--- src/rtl/svo_tmds_stream.sv ---
// AXI-stream pixels to three DVI TMDS 10-bit symbols with per-channel running disparity.
// Three-stage fixed pipeline. SVO_TMDS_UNDERFLOW_COUNT_EN adds a saturating underflow counter.
module svo_tmds_stream #(
   parameter int   SVO_BITS_PER_PIXEL = 24,
   parameter logic HSYNC_POL          = 1'b0,
   parameter logic VSYNC_POL          = 1'b0
) (
   input  logic                          clk,
   input  logic                          resetn,
   input  logic                          in_axis_tvalid,
   output logic                          in_axis_tready,
   input  logic [SVO_BITS_PER_PIXEL-1:0] in_axis_tdata,
   input  logic [3:0]                    in_axis_tuser,
   output logic [9:0]                    tmds_ch0,
   output logic [9:0]                    tmds_ch1,
   output logic [9:0]                    tmds_ch2,
   output logic                          locked,
   output logic                          underflow
`ifdef SVO_TMDS_UNDERFLOW_COUNT_EN
   ,
   output logic [15:0]                   underflow_count,
   input  logic                          underflow_clear
`endif
);

   localparam logic       STATE_SEARCH = 1'b0;
   localparam logic       STATE_RUN    = 1'b1;
   localparam logic [9:0] CTRL_00      = 10'b1101010100;

   function automatic logic [3:0] popcount8(input logic [7:0] d);
      logic [3:0] n;
      n = 4'd0;
      for (int i = 0; i < 8; i++) n = n + {3'd0, d[i]};
      return n;
   endfunction

   function automatic logic [8:0] qm_calc(input logic [7:0] d, input logic [3:0] n);
      logic       use_xnor;
      logic [8:0] q;
      use_xnor = (n > 4'd4) || ((n == 4'd4) && !d[0]);
      q        = 9'd0;
      q[0]     = d[0];
      for (int i = 1; i < 8; i++) q[i] = use_xnor ? ~(q[i-1] ^ d[i]) : (q[i-1] ^ d[i]);
      q[8]     = ~use_xnor;
      return q;
   endfunction

   function automatic logic [9:0] ctrl_code(input logic [1:0] c);
      logic [9:0] s;
      case (c)
         2'b00:   s = 10'b1101010100;
         2'b01:   s = 10'b0010101011;
         2'b10:   s = 10'b0101010100;
         default: s = 10'b1010101011;
      endcase
      return s;
   endfunction

   // Returns {next running disparity, symbol}; disparity is ones minus zeros of emitted symbols.
   function automatic logic [14:0] tmds_enc(input logic [8:0] qm, input logic [3:0] n1,
                                            input logic [4:0] cnt);
      logic signed [4:0] c;
      logic signed [4:0] diff;
      logic signed [4:0] cn;
      logic signed [5:0] d6;
      logic        [9:0] sym;
      c    = $signed(cnt);
      d6   = $signed({1'b0, n1, 1'b0}) - 6'sd8;
      diff = d6[4:0];
      if ((c == 5'sd0) || (n1 == 4'd4)) begin
         sym = {~qm[8], qm[8], qm[8] ? qm[7:0] : ~qm[7:0]};
         cn  = qm[8] ? (c + diff) : (c - diff);
      end else if (((c > 5'sd0) && (n1 > 4'd4)) || ((c < 5'sd0) && (n1 < 4'd4))) begin
         sym = {1'b1, qm[8], ~qm[7:0]};
         cn  = c + (qm[8] ? 5'sd2 : 5'sd0) - diff;
      end else begin
         sym = {1'b0, qm[8], qm[7:0]};
         cn  = c + diff - (qm[8] ? 5'sd0 : 5'sd2);
      end
      return {cn, sym};
   endfunction

   logic        tready_q, tready_d;
   logic        state_q, state_d;
   logic        s1_blank_q, s1_blank_d;
   logic [1:0]  s1_ctl_q, s1_ctl_d;
   logic [23:0] s1_dat_q, s1_dat_d;
   logic [11:0] s1_pc_q, s1_pc_d;
   logic        s2_blank_q, s2_blank_d;
   logic [1:0]  s2_ctl_q, s2_ctl_d;
   logic [26:0] s2_qm_q, s2_qm_d;
   logic [11:0] s2_pc_q, s2_pc_d;
   logic [29:0] sym_q, sym_d;
   logic [14:0] cnt_q, cnt_d;
   logic [14:0] enc;
   logic        take;

   always_comb begin
      take     = tready_q & in_axis_tvalid & ((state_q == STATE_RUN) | in_axis_tuser[0]);
      tready_d = 1'b1;
      state_d  = state_q;
      if (take)
         state_d = STATE_RUN;
      else if (state_q == STATE_RUN)
         state_d = STATE_SEARCH;

      // Slots without an accepted beat carry the idle symbol: blank, both syncs inactive.
      s1_blank_d = 1'b1;
      s1_ctl_d   = {~VSYNC_POL, ~HSYNC_POL};
      s1_dat_d   = 24'd0;
      if (take) begin
         s1_blank_d = in_axis_tuser[3];
         s1_ctl_d   = {in_axis_tuser[2] ? VSYNC_POL : ~VSYNC_POL,
                       in_axis_tuser[1] ? HSYNC_POL : ~HSYNC_POL};
         s1_dat_d   = in_axis_tdata[23:0];
      end
      s1_pc_d = 12'd0;
      for (int ch = 0; ch < 3; ch++) s1_pc_d[ch*4 +: 4] = popcount8(s1_dat_d[ch*8 +: 8]);

      s2_blank_d = s1_blank_q;
      s2_ctl_d   = s1_ctl_q;
      s2_qm_d    = 27'd0;
      s2_pc_d    = 12'd0;
      for (int ch = 0; ch < 3; ch++) begin
         s2_qm_d[ch*9 +: 9] = qm_calc(s1_dat_q[ch*8 +: 8], s1_pc_q[ch*4 +: 4]);
         s2_pc_d[ch*4 +: 4] = popcount8(s2_qm_d[ch*9 +: 8]);
      end

      sym_d = 30'd0;
      cnt_d = 15'd0;
      enc   = 15'd0;
      if (s2_blank_q) begin
         sym_d = {CTRL_00, CTRL_00, ctrl_code(s2_ctl_q)};
      end else begin
         for (int ch = 0; ch < 3; ch++) begin
            enc                  = tmds_enc(s2_qm_q[ch*9 +: 9], s2_pc_q[ch*4 +: 4], cnt_q[ch*5 +: 5]);
            sym_d[ch*10 +: 10]   = enc[9:0];
            cnt_d[ch*5 +: 5]     = enc[14:10];
         end
      end
   end

   always_ff @(posedge clk) begin
      if (!resetn) begin
         tready_q   <= 1'b0;
         state_q    <= STATE_SEARCH;
         s1_blank_q <= 1'b1;
         s1_ctl_q   <= 2'b00;
         s1_dat_q   <= 24'd0;
         s1_pc_q    <= 12'd0;
         s2_blank_q <= 1'b1;
         s2_ctl_q   <= 2'b00;
         s2_qm_q    <= 27'd0;
         s2_pc_q    <= 12'd0;
         sym_q      <= {CTRL_00, CTRL_00, CTRL_00};
         cnt_q      <= 15'd0;
      end else begin
         tready_q   <= tready_d;
         state_q    <= state_d;
         s1_blank_q <= s1_blank_d;
         s1_ctl_q   <= s1_ctl_d;
         s1_dat_q   <= s1_dat_d;
         s1_pc_q    <= s1_pc_d;
         s2_blank_q <= s2_blank_d;
         s2_ctl_q   <= s2_ctl_d;
         s2_qm_q    <= s2_qm_d;
         s2_pc_q    <= s2_pc_d;
         sym_q      <= sym_d;
         cnt_q      <= cnt_d;
      end
   end

   assign in_axis_tready = tready_q;
   assign locked         = resetn & take;
   assign underflow      = resetn & (state_q == STATE_RUN) & ~in_axis_tvalid;
   assign tmds_ch0       = sym_q[9:0];
   assign tmds_ch1       = sym_q[19:10];
   assign tmds_ch2       = sym_q[29:20];

`ifdef SVO_TMDS_UNDERFLOW_COUNT_EN
   logic [15:0] ucnt_q, ucnt_d;

   always_comb begin
      ucnt_d = ucnt_q;
      if (underflow_clear)
         ucnt_d = 16'd0;
      else if (underflow && (ucnt_q != 16'hFFFF))
         ucnt_d = ucnt_q + 16'd1;
   end

   always_ff @(posedge clk) begin
      if (!resetn)
         ucnt_q <= 16'd0;
      else
         ucnt_q <= ucnt_d;
   end

   assign underflow_count = ucnt_q;
`endif

endmodule

--- config.mk ---
export PLATFORM = sky130hd
export DESIGN_NAME = svo_tmds_stream
export DESIGN_NICKNAME = d
export VERILOG_FILES = /design/src/rtl/svo_tmds_stream.sv
export SDC_FILE = /design/constraint.sdc
export NUM_CORES = 1
export LEC_CHECK = 0
export BUFFER_PORTS_ARGS = -buffer_cell sky130_fd_sc_hd__buf_2
export CORE_ASPECT_RATIO = 1.25
export CORE_MARGIN = 1
export CORE_UTILIZATION = 34
export DETAILED_ROUTE_END_ITERATION = 16
export PLACE_DENSITY = 0.5
export SETUP_SLACK_MARGIN = 0.15
export SKIP_LAST_GASP = 1
export SYNTH_ARGS = -nofsm -noshare
export SYNTH_HDL_FRONTEND = slang
export SYNTH_SLANG_ARGS = --single-unit
--- constraint.sdc ---
create_clock -name clk -period 6.4 [get_ports clk]
set_clock_uncertainty 0.05 [all_clocks]
set_input_delay 0.96 -clock clk [delete_from_list [all_inputs] [get_ports clk]]
set_output_delay 0.96 -clock clk [all_outputs]
set_load 0.05 [all_outputs]
==> results.sh, run 1 <==
export IMPL_outcome="finished, final reports clean"
export IMPL_hpwl_um=10880
export IMPL_initial_utilization=0.3490
export IMPL_setup_worst_path_start_class="primary input"
export IMPL_overflow=0
export IMPL_ys_warnings_count=0
export IMPL_worst_hold_path_type="reg2reg"
export IMPL_synth_compound_area_frac=0.08406
export IMPL_synth_seq_cells=125
export IMPL_final_cells=1066
export IMPL_critical_path_most_common_cell="sky130_fd_sc_hd__fa_1"
export IMPL_pin_count=64
export IMPL_die_width_um=130.7
export IMPL_classification_of_the_worst_setup_path="in2reg"
export IMPL_cts_path_max_buffers=2
export IMPL_share_of_cells_above_drive_strength_1=0.1457
export IMPL_yosys_area_share_adder=0.2118
export IMPL_die_height_um=162.9
export IMPL_edff_count_synth=0
export IMPL_setup_repair_after_global_routing_missed_its_margin="false"
export IMPL_core_area_um2=20170
export IMPL_power_per_standard_cell_area_nw_per_um2=264.5
export IMPL_cts_hold_buf=0
export IMPL_end_kind="register"
export IMPL_worst_path_clk_slew_ns=0.06
export IMPL_clock_tree_from_tritoncts="yes"
export IMPL_hold_violations=0
export IMPL_slew_headroom=0.6184
export IMPL_syn_instance_count=723
export IMPL_first_pass_grt_wire_length_um=23160
export IMPL_most_instantiated_library_cell_after_synthesis="sky130_fd_sc_hd__dfxtp_1"
export IMPL_place_inst=1034
export IMPL_cts_num_sinks=125
export IMPL_peakVddDrop_mv=0.1722
export IMPL_drtPass1Iterations=4
export IMPL_main_combinational_cell_family_by_area_after_synthesis="adder cells"
export IMPL_synthArstFlopShare=0
export IMPL_rows=58
export IMPL_largest_net_degree_at_the_start_of_global_routing=73
export IMPL_finalCriticalPeriod_ns=4.072
export IMPL_yosys_most_used_dff="sky130_fd_sc_hd__dfxtp_1"
export IMPL_wl_per_cell_um=12.90
export IMPL_p_total_uw=2171
export IMPL_synth_top_area_share=0.3554
export IMPL_critical_path_slowest_cell="sky130_fd_sc_hd__fa_1"
export IMPL_final_design_area_no_fill_um2=8209
export IMPL_cts_repair_resize_count=0
export IMPL_tightestPinTransition_ns=0.5723
export IMPL_routabilityCongestion=0.8322
export IMPL_synthSimpleGateAreaFrac=0.1534
export IMPL_p_leak_uw=0.003759
export IMPL_clkLatencyLatePin_ns=0.42
export IMPL_slew_viol_final=0
export IMPL_synth_xor_area_frac=0.1352
export IMPL_final_min_period_over_clock_period=0.6363
export IMPL_clock_fmax_mhz=245.6
export IMPL_clk_root_buffer_cell="sky130_fd_sc_hd__clkbuf_16"
export IMPL_synth_top_cells_by_count="125 x sky130_fd_sc_hd__dfxtp_1, 65 x sky130_fd_sc_hd__inv_1, 60 x sky130_fd_sc_hd__ha_1, 60 x sky130_fd_sc_hd__xnor2_1, 53 x sky130_fd_sc_hd__nor2_1"
export IMPL_cap_viol_max_count=0
export IMPL_cts_repair_timing_setup_buffer_count=0
export IMPL_antenna_found_initial=0
export IMPL_netlist_top_cells_area="sky130_fd_sc_hd__dfxtp_1 36%, sky130_fd_sc_hd__ha_1 11%, sky130_fd_sc_hd__fa_1 11%"
export IMPL_synth_mux_area_frac=0.01013
export IMPL_timing_critical_path_fanout_max=27
export IMPL_fin_setup_tns_ns=0
export IMPL_post_synth_cell_area_avg_um2=9.738
export IMPL_yosysSeqAreaShare=0.3554
export IMPL_synthesis_nets=851
export IMPL_place_area_um2=7627
export IMPL_drtIter0Drc=182
export IMPL_timing_critical_path_arrival_ns=4.33
export IMPL_nets=911
export IMPL_antenna_cells=0
export IMPL_route_detailed_drc=0
export IMPL_crit_path_cell_trace="buf_2 > o211a_1 > buf_4 > and2_1 > fa_1 > inv_1 > fa_1 > fa_1 > inv_1 > ha_1 > fa_1 > and2_1"
export IMPL_drt_wl_total_um=13750
export IMPL_cp_slowest_stage_delay_ns=0.53
export IMPL_floorplan_die_area_um2=21290
export IMPL_layout_area_overhead_vs_synth_pct=16.60
export IMPL_netlist_area_um2=7041
export IMPL_ant_nets=0
export IMPL_post_synth_num_cell_types=50
export IMPL_cts_buffers=17
export IMPL_i_o_buffers=63
export IMPL_vias_per_cell=4.494
export IMPL_first_global_vias=4908
export IMPL_track_usage=0.1394
export IMPL_htree_num_levels=4
export IMPL_vias=4791
export IMPL_cp_data_required_time_ns=6.66
export IMPL_report_final_setup_viol=0
export IMPL_synth_largest_area_cell="sky130_fd_sc_hd__dfxtp_1"
-- metal layers --
metal / up-vias / wire length [um] / GRT usage
li1: 2466 / - / -
met1: 2222 / 6481 / 0.1726
met2: 83 / 6583 / 0.2297
met3: 20 / 439 / 0.03219
met4: 0 / 246 / 0.05904
met5: - / 0 / 0
-- area by class of cell --
type / count / area [um^2]
Clock buffer: 17 / 425.4
Clock inverter: 15 / 156.4
Fill cell: 2057 / 11970
Inverter: 66 / 247.7
Multi-Input combinational cell: 505 / 4187
Sequential cell: 125 / 2502
Tap cell: 270 / 337.8
Timing Repair Buffer: 68 / 352.8
-- report_power, final --
group	total (uW)	switching [uW]	internal, uW
logic	390	215	175
clock network	934	386	548
registers	847	34.9	812
total	2170	636	1540
-- worst paths after layout --
check	start	end	slack (ns)	cells past startpoint
worst max-delay path	in_axis_tuser[0]	s1_pc_q[9]$_SDFF_PN0_	2.33	12
worst min-delay path	s1_blank_q$_SDFF_PN1_	s2_blank_q$_SDFF_PN1_	0.36	1
worst max register to register	s1_dat_q[0]$_SDFF_PN0_	s2_pc_q[2]$_SDFF_PN0_	2.43	14
worst min register to register	s1_blank_q$_SDFF_PN1_	s2_blank_q$_SDFF_PN1_	0.36	1
-- critical path: cells and delay by family --
family,cells,cell delay (ns)
fa+ha+maj,5,2.08
buf+inv,4,0.49
compound gates,1,0.44
simple gates,2,0.35
-- registers in the layout, indices dropped and copies added (netlist names) --
| signal | cells |
|---|---|
| s1_dat_q | 24 |
| s1_ctl_q | 2 |
| s2_qm_q | 27 |
| s2_blank_q | 1 |
| in_axis_tready | 1 |
| state_q | 1 |
| cnt_q | 12 |
| s1_blank_q | 1 |
| s1_pc_q | 12 |
| s2_ctl_q | 2 |
| sym_q | 30 |
| s2_pc_q | 12 |
-- per-stage QoR --
| step | hold slack, ns | setup WS, ns | utilization |
|---|---|---|---|
| after global routing | 0.3951 | 2.110 | 0.4069 |
| final | 0.3604 | 2.328 | 0.4069 |
| after CTS | 0.3634 | 2.353 | 0.4069 |
| after detailed placement | 0.3489 | 1.896 | 0.3781 |
| after global placement | 0.3487 | 1.951 | 0.3781 |
| after floorplan | 0.3363 | 2.377 | - |
-- cell usage in the layout, fill, tap and decap left out, drive strengths merged, types with 3 or more instances in the layout --
| cell type | n |
|---|---|
| nor2 | 53 |
| nand2b | 5 |
| nor4 | 3 |
| nor2b | 3 |
| ha | 60 |
| nor3 | 12 |
| a21o | 8 |
| a21oi | 25 |
| a211oi | 8 |
| xor2 | 38 |
| o21ai | 25 |
| nand2 | 41 |
| and3 | 27 |
| buf | 68 |
| a221oi | 7 |
| dfxtp | 125 |
| fa | 37 |
| and2 | 50 |
| xnor2 | 63 |
| nor3b | 7 |
| mux2i | 6 |
| clkbuf | 17 |
| inv | 72 |
| clkinv | 5 |
| clkinvlp | 3 |
-- cells by family after synthesis --
family / Yosys count
AOI/OAI and AO/OA: 90
DFF: 125
xor gates and xnor gates: 103
adders and majority gates: 97
buffers and inverters: 93
and+or+nand+nor: 208
muxes: 7
(Power assumes the default switching activity.)
==> run 2: changes to the inputs <==
==> constraint.sdc (replaced) <==
create_clock -name clk -period 3.95 [get_ports clk]
set_clock_uncertainty 0.05 [all_clocks]
set_input_delay 0.5925 -clock clk [delete_from_list [all_inputs] [get_ports clk]]
set_output_delay 0.5925 -clock clk [all_outputs]
set_load 0.05 [all_outputs]
==> run 2 against run 1 <==
  * Setup slack worse by 2.0 ns
  * Sequential share of layout area shrank 0.18 points
  * Register-to-register slack got worse by 2.1 ns
  * Total power rose by 62%
  * Design area rose by 0.79%
  * Critical path depth rose by 2
  * Hold slack worse by 0.058 ns
  * Routed wire length rose by 1.2%
  * First-iteration DRC count up 14%
==> results.sh, run 2 (synthesis results as in run 1) <==
export IMPL_first_global_vias=5014
export IMPL_htree_num_levels=4
export IMPL_report_final_setup_viol=0
export IMPL_end_kind="register"
export IMPL_crit_path_cell_trace="o21ai_0 > a2bb2oi_2 > xnor2_2 > xnor2_4 > inv_1 > fa_1 > xor2_1 > ha_1 > fa_1 > ha_1 > inv_1 > fa_1 > xor2_1 > nor2_1"
export IMPL_critical_path_reg2reg_startpoint="s1_pc_q[1]$_SDFF_PN0_"
export IMPL_clkLatencyLatePin_ns=0.41
export IMPL_clock_tree_from_tritoncts="yes"
export IMPL_die_height_um=162.9
export IMPL_vias_per_cell=4.593
export IMPL_place_inst=1036
export IMPL_cts_buffers=17
export IMPL_timing_critical_path_arrival_ns=3.90
export IMPL_worst_hold_startpoint="in_axis_tuser[2]"
export IMPL_track_usage=0.1404
export IMPL_clk_root_buffer_cell="sky130_fd_sc_hd__clkbuf_16"
export IMPL_routabilityCongestion=0.8268
export IMPL_classification_of_the_worst_setup_path="reg2reg"
export IMPL_worst_path_clk_slew_ns=0.06
export IMPL_largest_registers="sym_q: 30 flops, s2_qm_q: 27 flops, s1_dat_q: 24 flops"
export IMPL_r2r_end="s2_pc_q[2]$_SDFF_PN0_"
export IMPL_initial_utilization=0.3490
export IMPL_die_width_um=130.7
export IMPL_hold_path_end="s1_ctl_q[1]$_SDFF_PN0_"
export IMPL_hold_violations=0
export IMPL_power_per_standard_cell_area_nw_per_um2=424.2
export IMPL_cp_data_required_time_ns=4.19
export IMPL_nets=915
export IMPL_slew_headroom=0.3979
export IMPL_overflow=0
export IMPL_p_leak_uw=0.003793
export IMPL_cap_viol_max_count=0
export IMPL_cts_num_sinks=125
export IMPL_largest_register="sym_q"
export IMPL_layout_filler_cells=2018
export IMPL_layout_cells_most_common="sky130_fd_sc_hd__dfxtp_1"
export IMPL_most_common_layout_cells="123 x sky130_fd_sc_hd__dfxtp_1, 65 x sky130_fd_sc_hd__inv_1, 63 x sky130_fd_sc_hd__buf_2"
export IMPL_clock_fmax_mhz=273.2
export IMPL_fin_setup_tns_ns=0
export IMPL_rows=58
export IMPL_core_area_um2=20170
export IMPL_peakVddDrop_mv=0.2928
export IMPL_floorplan_die_area_um2=21290
export IMPL_outcome="finished, final reports clean"
export IMPL_final_min_period_over_clock_period=0.9267
export IMPL_cts_path_max_buffers=2
export IMPL_whs_path_depth=2
export IMPL_setup_worst_path_start_class="register"
export IMPL_final_cells=1070
export IMPL_r2r_cells=14
export IMPL_launch_point_of_the_critical_path="s1_pc_q[1]$_SDFF_PN0_"
export IMPL_route_detailed_drc=0
export IMPL_slew_viol_final=0
export IMPL_critical_path_slowest_cell="sky130_fd_sc_hd__fa_1"
export IMPL_antenna_cells=0
export IMPL_drtPass1Iterations=4
export IMPL_hold_ws_ns=0.3027
export IMPL_layout_area_overhead_vs_synth_pct=17.52
export IMPL_antenna_found_initial=0
export IMPL_pin_count=64
export IMPL_post_route_util=0.4101
export IMPL_worst_hold_path_type="in2reg"
export IMPL_setup_repair_after_global_routing_missed_its_margin="true"
export IMPL_tightestPinTransition_ns=0.8998
export IMPL_largest_net_degree_at_the_start_of_global_routing=72
export IMPL_finalCriticalPeriod_ns=3.660
export IMPL_wl_per_cell_um=13.01
export IMPL_vias=4914
export IMPL_critical_path_most_common_cell="sky130_fd_sc_hd__fa_1"
export IMPL_ant_nets=0
export IMPL_cp_slowest_stage_delay_ns=0.49
export IMPL_i_o_buffers=63
export IMPL_drtIter0Drc=207
export IMPL_first_pass_grt_wire_length_um=23450
export IMPL_timing_critical_path_fanout_max=4
export IMPL_drt_wl_total_um=13920
export IMPL_hpwl_um=10900
export IMPL_largest_register_ffs=30
export IMPL_rrSetupSlack_ns=0.29
export IMPL_share_of_cells_above_drive_strength_1=0.1575
## run 2: cell count changes in the layout (fill, tap and decap cells not counted), sizes merged
cell,change
buf,+4
clkinv,-1
clkinvlp,-1
inv,+2
## run 2: what timing repair did
item	4_1_cts	5_1_grt
endpoints found under the setup margin	0	4
setup buffers	0	2
hold buffers	0	0
resized for setup	0	9
## run 2: critical path: cells and delay by family (launching register included)
family                     cells  cell delay [ns]
adders and majority gates      5             1.80
xor gates and xnor gates       4             0.84
AOI/OAI and AO/OA              2             0.36
DFF                            1             0.31
buffers and inverters          2             0.14
and+or+nand+nor                1             0.05
## run 2: stage by stage
step | total power [uW] | cell area [um^2] | worst slack [ns]
finish | 3510 | 8274 | 0.2895
global route | 3718 | 8274 | 0.09590
CTS | 3555 | 8219 | 0.1536
detailed placement | 2035 | 7642 | 0.06535
global placement | 2023 | 7642 | 0.1664
floorplan | 1882 | 7041 | 0.2950
## run 2: where the power goes
group / internal (uW) / total, uW / switching [uW] / leakage, uW
sequential: 1320 / 1370 / 55.7 / 0.00102
clock: 887 / 1500 / 614 / 0.000280
combinational: 287 / 638 / 350 / 0.00249
## run 2: area by class of cell
cell class / count / area (um^2) / share of cell area
clock buffers: 17 / 425.4 / 0.05141
clock inverters: 15 / 151.4 / 0.01830
inverters: 66 / 247.7 / 0.02994
multi-input cells: 505 / 4222 / 0.5102
flip-flops and latches: 125 / 2507 / 0.3030
well taps: 270 / 337.8 / 0.04083
repair buffers: 72 / 382.9 / 0.04627
## run 2: worst max-delay path by stage
stage                     cells after the start  slack (ns)                    end
after floorplan                              13        0.29  s1_pc_q[2]$_SDFF_PN0_
after detailed placement                     13        0.07  s1_pc_q[2]$_SDFF_PN0_
final                                        14        0.29  s2_pc_q[2]$_SDFF_PN0_
after CTS                                    14        0.15  s2_pc_q[6]$_SDFF_PN0_
after global routing                         14         0.1  s2_pc_q[2]$_SDFF_PN0_
after global placement                       13        0.17  s1_pc_q[2]$_SDFF_PN0_
## run 2: metal layers
metal  up-vias  global-route usage  routed length, um
met3        26             0.03712                555
met2        98              0.2318               6706
met5         -                   0                  0
met1      2317              0.1713               6388
met4         0             0.05747                267
li1       2473                   -                  -
==> run 3: changes to the inputs <==
--- a/config.mk
+++ b/config.mk
@@ -10,6 +10,8 @@
 export CORE_MARGIN = 1
 export CORE_UTILIZATION = 34
 export DETAILED_ROUTE_END_ITERATION = 16
+export GPL_TIMING_DRIVEN = 0
+export MAX_ROUTING_LAYER = met4
 export PLACE_DENSITY = 0.5
 export SETUP_SLACK_MARGIN = 0.15
 export SKIP_LAST_GASP = 1
==> run 3 against run 2 <==
  * Setup slack hardly changed
  * Clock-buffer cell count stayed put
  * Die area stayed put
  * Flip-flop and latch count stayed put
  * Design area is 0.92% higher
  * Critical path depth is 1 lower
  * Global-route usage is 1.4 points higher
  * Routed wire length is 4.0% higher
  * Clock power hardly changed
==> results.sh, run 3 (synthesis results as in run 1) <==
export IMPL_core_area_um2=20170
export IMPL_share_of_cells_above_drive_strength_1=0.1557
export IMPL_vias=4889
export IMPL_timing_critical_path_arrival_ns=3.89
export IMPL_antenna_found_initial=0
export IMPL_floorplan_die_area_um2=21290
export IMPL_peakVddDrop_mv=0.2959
export IMPL_crit_path_cell_trace="o21a_1 > o21ai_2 > o31ai_2 > xnor2_1 > xor2_1 > fa_1 > xor2_1 > ha_1 > fa_1 > ha_2 > inv_2 > fa_2 > nor2_1"
export IMPL_drtIter0Drc=164
export IMPL_largest_register="sym_q"
export IMPL_routabilityCongestion=0.7998
export IMPL_hold_ws_ns=0.2390
export IMPL_seq_area_um2=2507
export IMPL_route_detailed_drc=0
export IMPL_layout_filler_cells=2077
export IMPL_place_area_um2=7694
export IMPL_clock_tree_from_tritoncts="yes"
export IMPL_critical_path_slowest_cell="sky130_fd_sc_hd__fa_1"
export IMPL_drt_wl_total_um=14470
export IMPL_tightestPinTransition_ns=0.7027
export IMPL_die_height_um=162.9
export IMPL_finalCriticalPeriod_ns=3.661
export IMPL_initial_utilization=0.3490
export IMPL_outcome="finished, final reports clean"
export IMPL_final_min_period_over_clock_period=0.9268
export IMPL_ant_nets=0
export IMPL_route_top_layer_used="met4"
export IMPL_clk_root_buffer_cell="sky130_fd_sc_hd__clkbuf_16"
export IMPL_slew_headroom=0.5316
export IMPL_cts_path_max_buffers=2
export IMPL_cap_viol_max_count=0
export IMPL_largest_register_ffs=30
export IMPL_wl_met2_um=7000
export IMPL_final_design_area_no_fill_um2=8351
export IMPL_vias_per_cell=4.477
export IMPL_i_o_buffers=63
export IMPL_post_route_util=0.4139
export IMPL_largest_net_degree_at_the_start_of_global_routing=17
export IMPL_first_pass_grt_wire_length_um=24360
export IMPL_timing_critical_path_fanout_max=2
export IMPL_htree_num_levels=4
export IMPL_report_final_setup_viol=0
export IMPL_nets=937
export IMPL_wl_per_cell_um=13.25
export IMPL_rows=58
export IMPL_end_kind="register"
export IMPL_cp_slowest_stage_delay_ns=0.52
export IMPL_slew_viol_final=0
export IMPL_met3RoutedLength_um=538
export IMPL_cts_buffers=17
export IMPL_power_per_standard_cell_area_nw_per_um2=424.2
export IMPL_clock_fmax_mhz=273.2
export IMPL_classification_of_the_worst_setup_path="reg2reg"
export IMPL_cts_num_sinks=125
export IMPL_pin_count=64
export IMPL_cp_data_required_time_ns=4.18
export IMPL_wl_met1_um=6628
export IMPL_most_common_layout_cells="123 x sky130_fd_sc_hd__dfxtp_1, 65 x sky130_fd_sc_hd__buf_2, 64 x sky130_fd_sc_hd__inv_1"
export IMPL_cts_hold_buf=0
export IMPL_worst_hold_path_type="in2reg"
export IMPL_worst_path_clk_slew_ns=0.06
export IMPL_largest_registers="sym_q: 30 flops, s2_qm_q: 27 flops, s1_dat_q: 24 flops"
export IMPL_first_global_vias=4959
export IMPL_antenna_cells=0
export IMPL_hold_violations=0
export IMPL_p_leak_uw=0.003798
export IMPL_setup_worst_path_start_class="register"
export IMPL_multiInputGateArea_um2=4230
export IMPL_drtPass1Iterations=4
export IMPL_track_usage=0.1548
export IMPL_layout_cells_most_common="sky130_fd_sc_hd__dfxtp_1"
export IMPL_fin_setup_tns_ns=0
export IMPL_hpwl_um=11520
export IMPL_layout_area_overhead_vs_synth_pct=18.61
export IMPL_overflow=0
export IMPL_die_width_um=130.7
export IMPL_setup_repair_after_global_routing_missed_its_margin="true"
export IMPL_clkLatencyLatePin_ns=0.42
## run 3: cell type report
class / instances / share of cell area
flip-flops and latches: 125 / 0.3003
clock buffers: 17 / 0.05094
repair buffers: 67 / 0.04135
multi-input cells: 505 / 0.5066
clock inverters: 15 / 0.01828
plain buffers: 27 / 0.01244
well taps: 270 / 0.04046
inverters: 66 / 0.02967
## run 3: worst paths after layout
path | startpoint | endpoint | slack [ns] | cells after the start
max | s1_pc_q[4]$_SDFF_PN0_ | s2_pc_q[5]$_SDFF_PN0_ | 0.29 | 13
min | resetn | in_axis_tready$_DFF_P_ | 0.24 | 1
max reg2reg | s1_pc_q[4]$_SDFF_PN0_ | s2_pc_q[5]$_SDFF_PN0_ | 0.29 | 13
min reg2reg | s1_blank_q$_SDFF_PN1_ | s2_blank_q$_SDFF_PN1_ | 0.37 | 1
## run 3: where the power goes
group | total (uW) | internal [uW] | switching, uW
Combinational | 649 | 291 | 358
Clock | 1520 | 886 | 635
Sequential | 1370 | 1320 | 55.3
## run 3: through the flow
step	total power (uW)	setup WS, ns	cells
final	3542	0.2893	1092
after global routing	3757	0.08902	1092
after CTS	3589	0.1209	1089
after detailed placement	2047	-0.08323	1056
after global placement	2043	-0.05747	1056
after floorplan	1882	0.2950	723
## run 3: repair_timing
item                                    4_1_cts  5_1_grt
pin swaps                                     2       10
cloned                                        0        0
buffers inserted                              1        3
endpoints found under the setup margin        3        5
gates resized for setup                       2       13
## run 3: critical path, delay by kind of cell, from the launching register on
family                     cells  cell delay [ns]
AOI/OAI and AO/OA              3             0.39
xor gates and xnor gates       3             0.66
adders and majority gates      5             2.02
buffers and inverters          1             0.04
DFF                            1             0.32
and+or+nand+nor                1             0.03
## run 3: metal layers
| metal | global-route usage | up-vias |
|---|---|---|
| met5 | - | - |
| met4 | 0.06165 | 0 |
| met3 | 0.03417 | 21 |
| met2 | 0.2487 | 111 |
| met1 | 0.1868 | 2227 |
| li1 | - | 2530 |
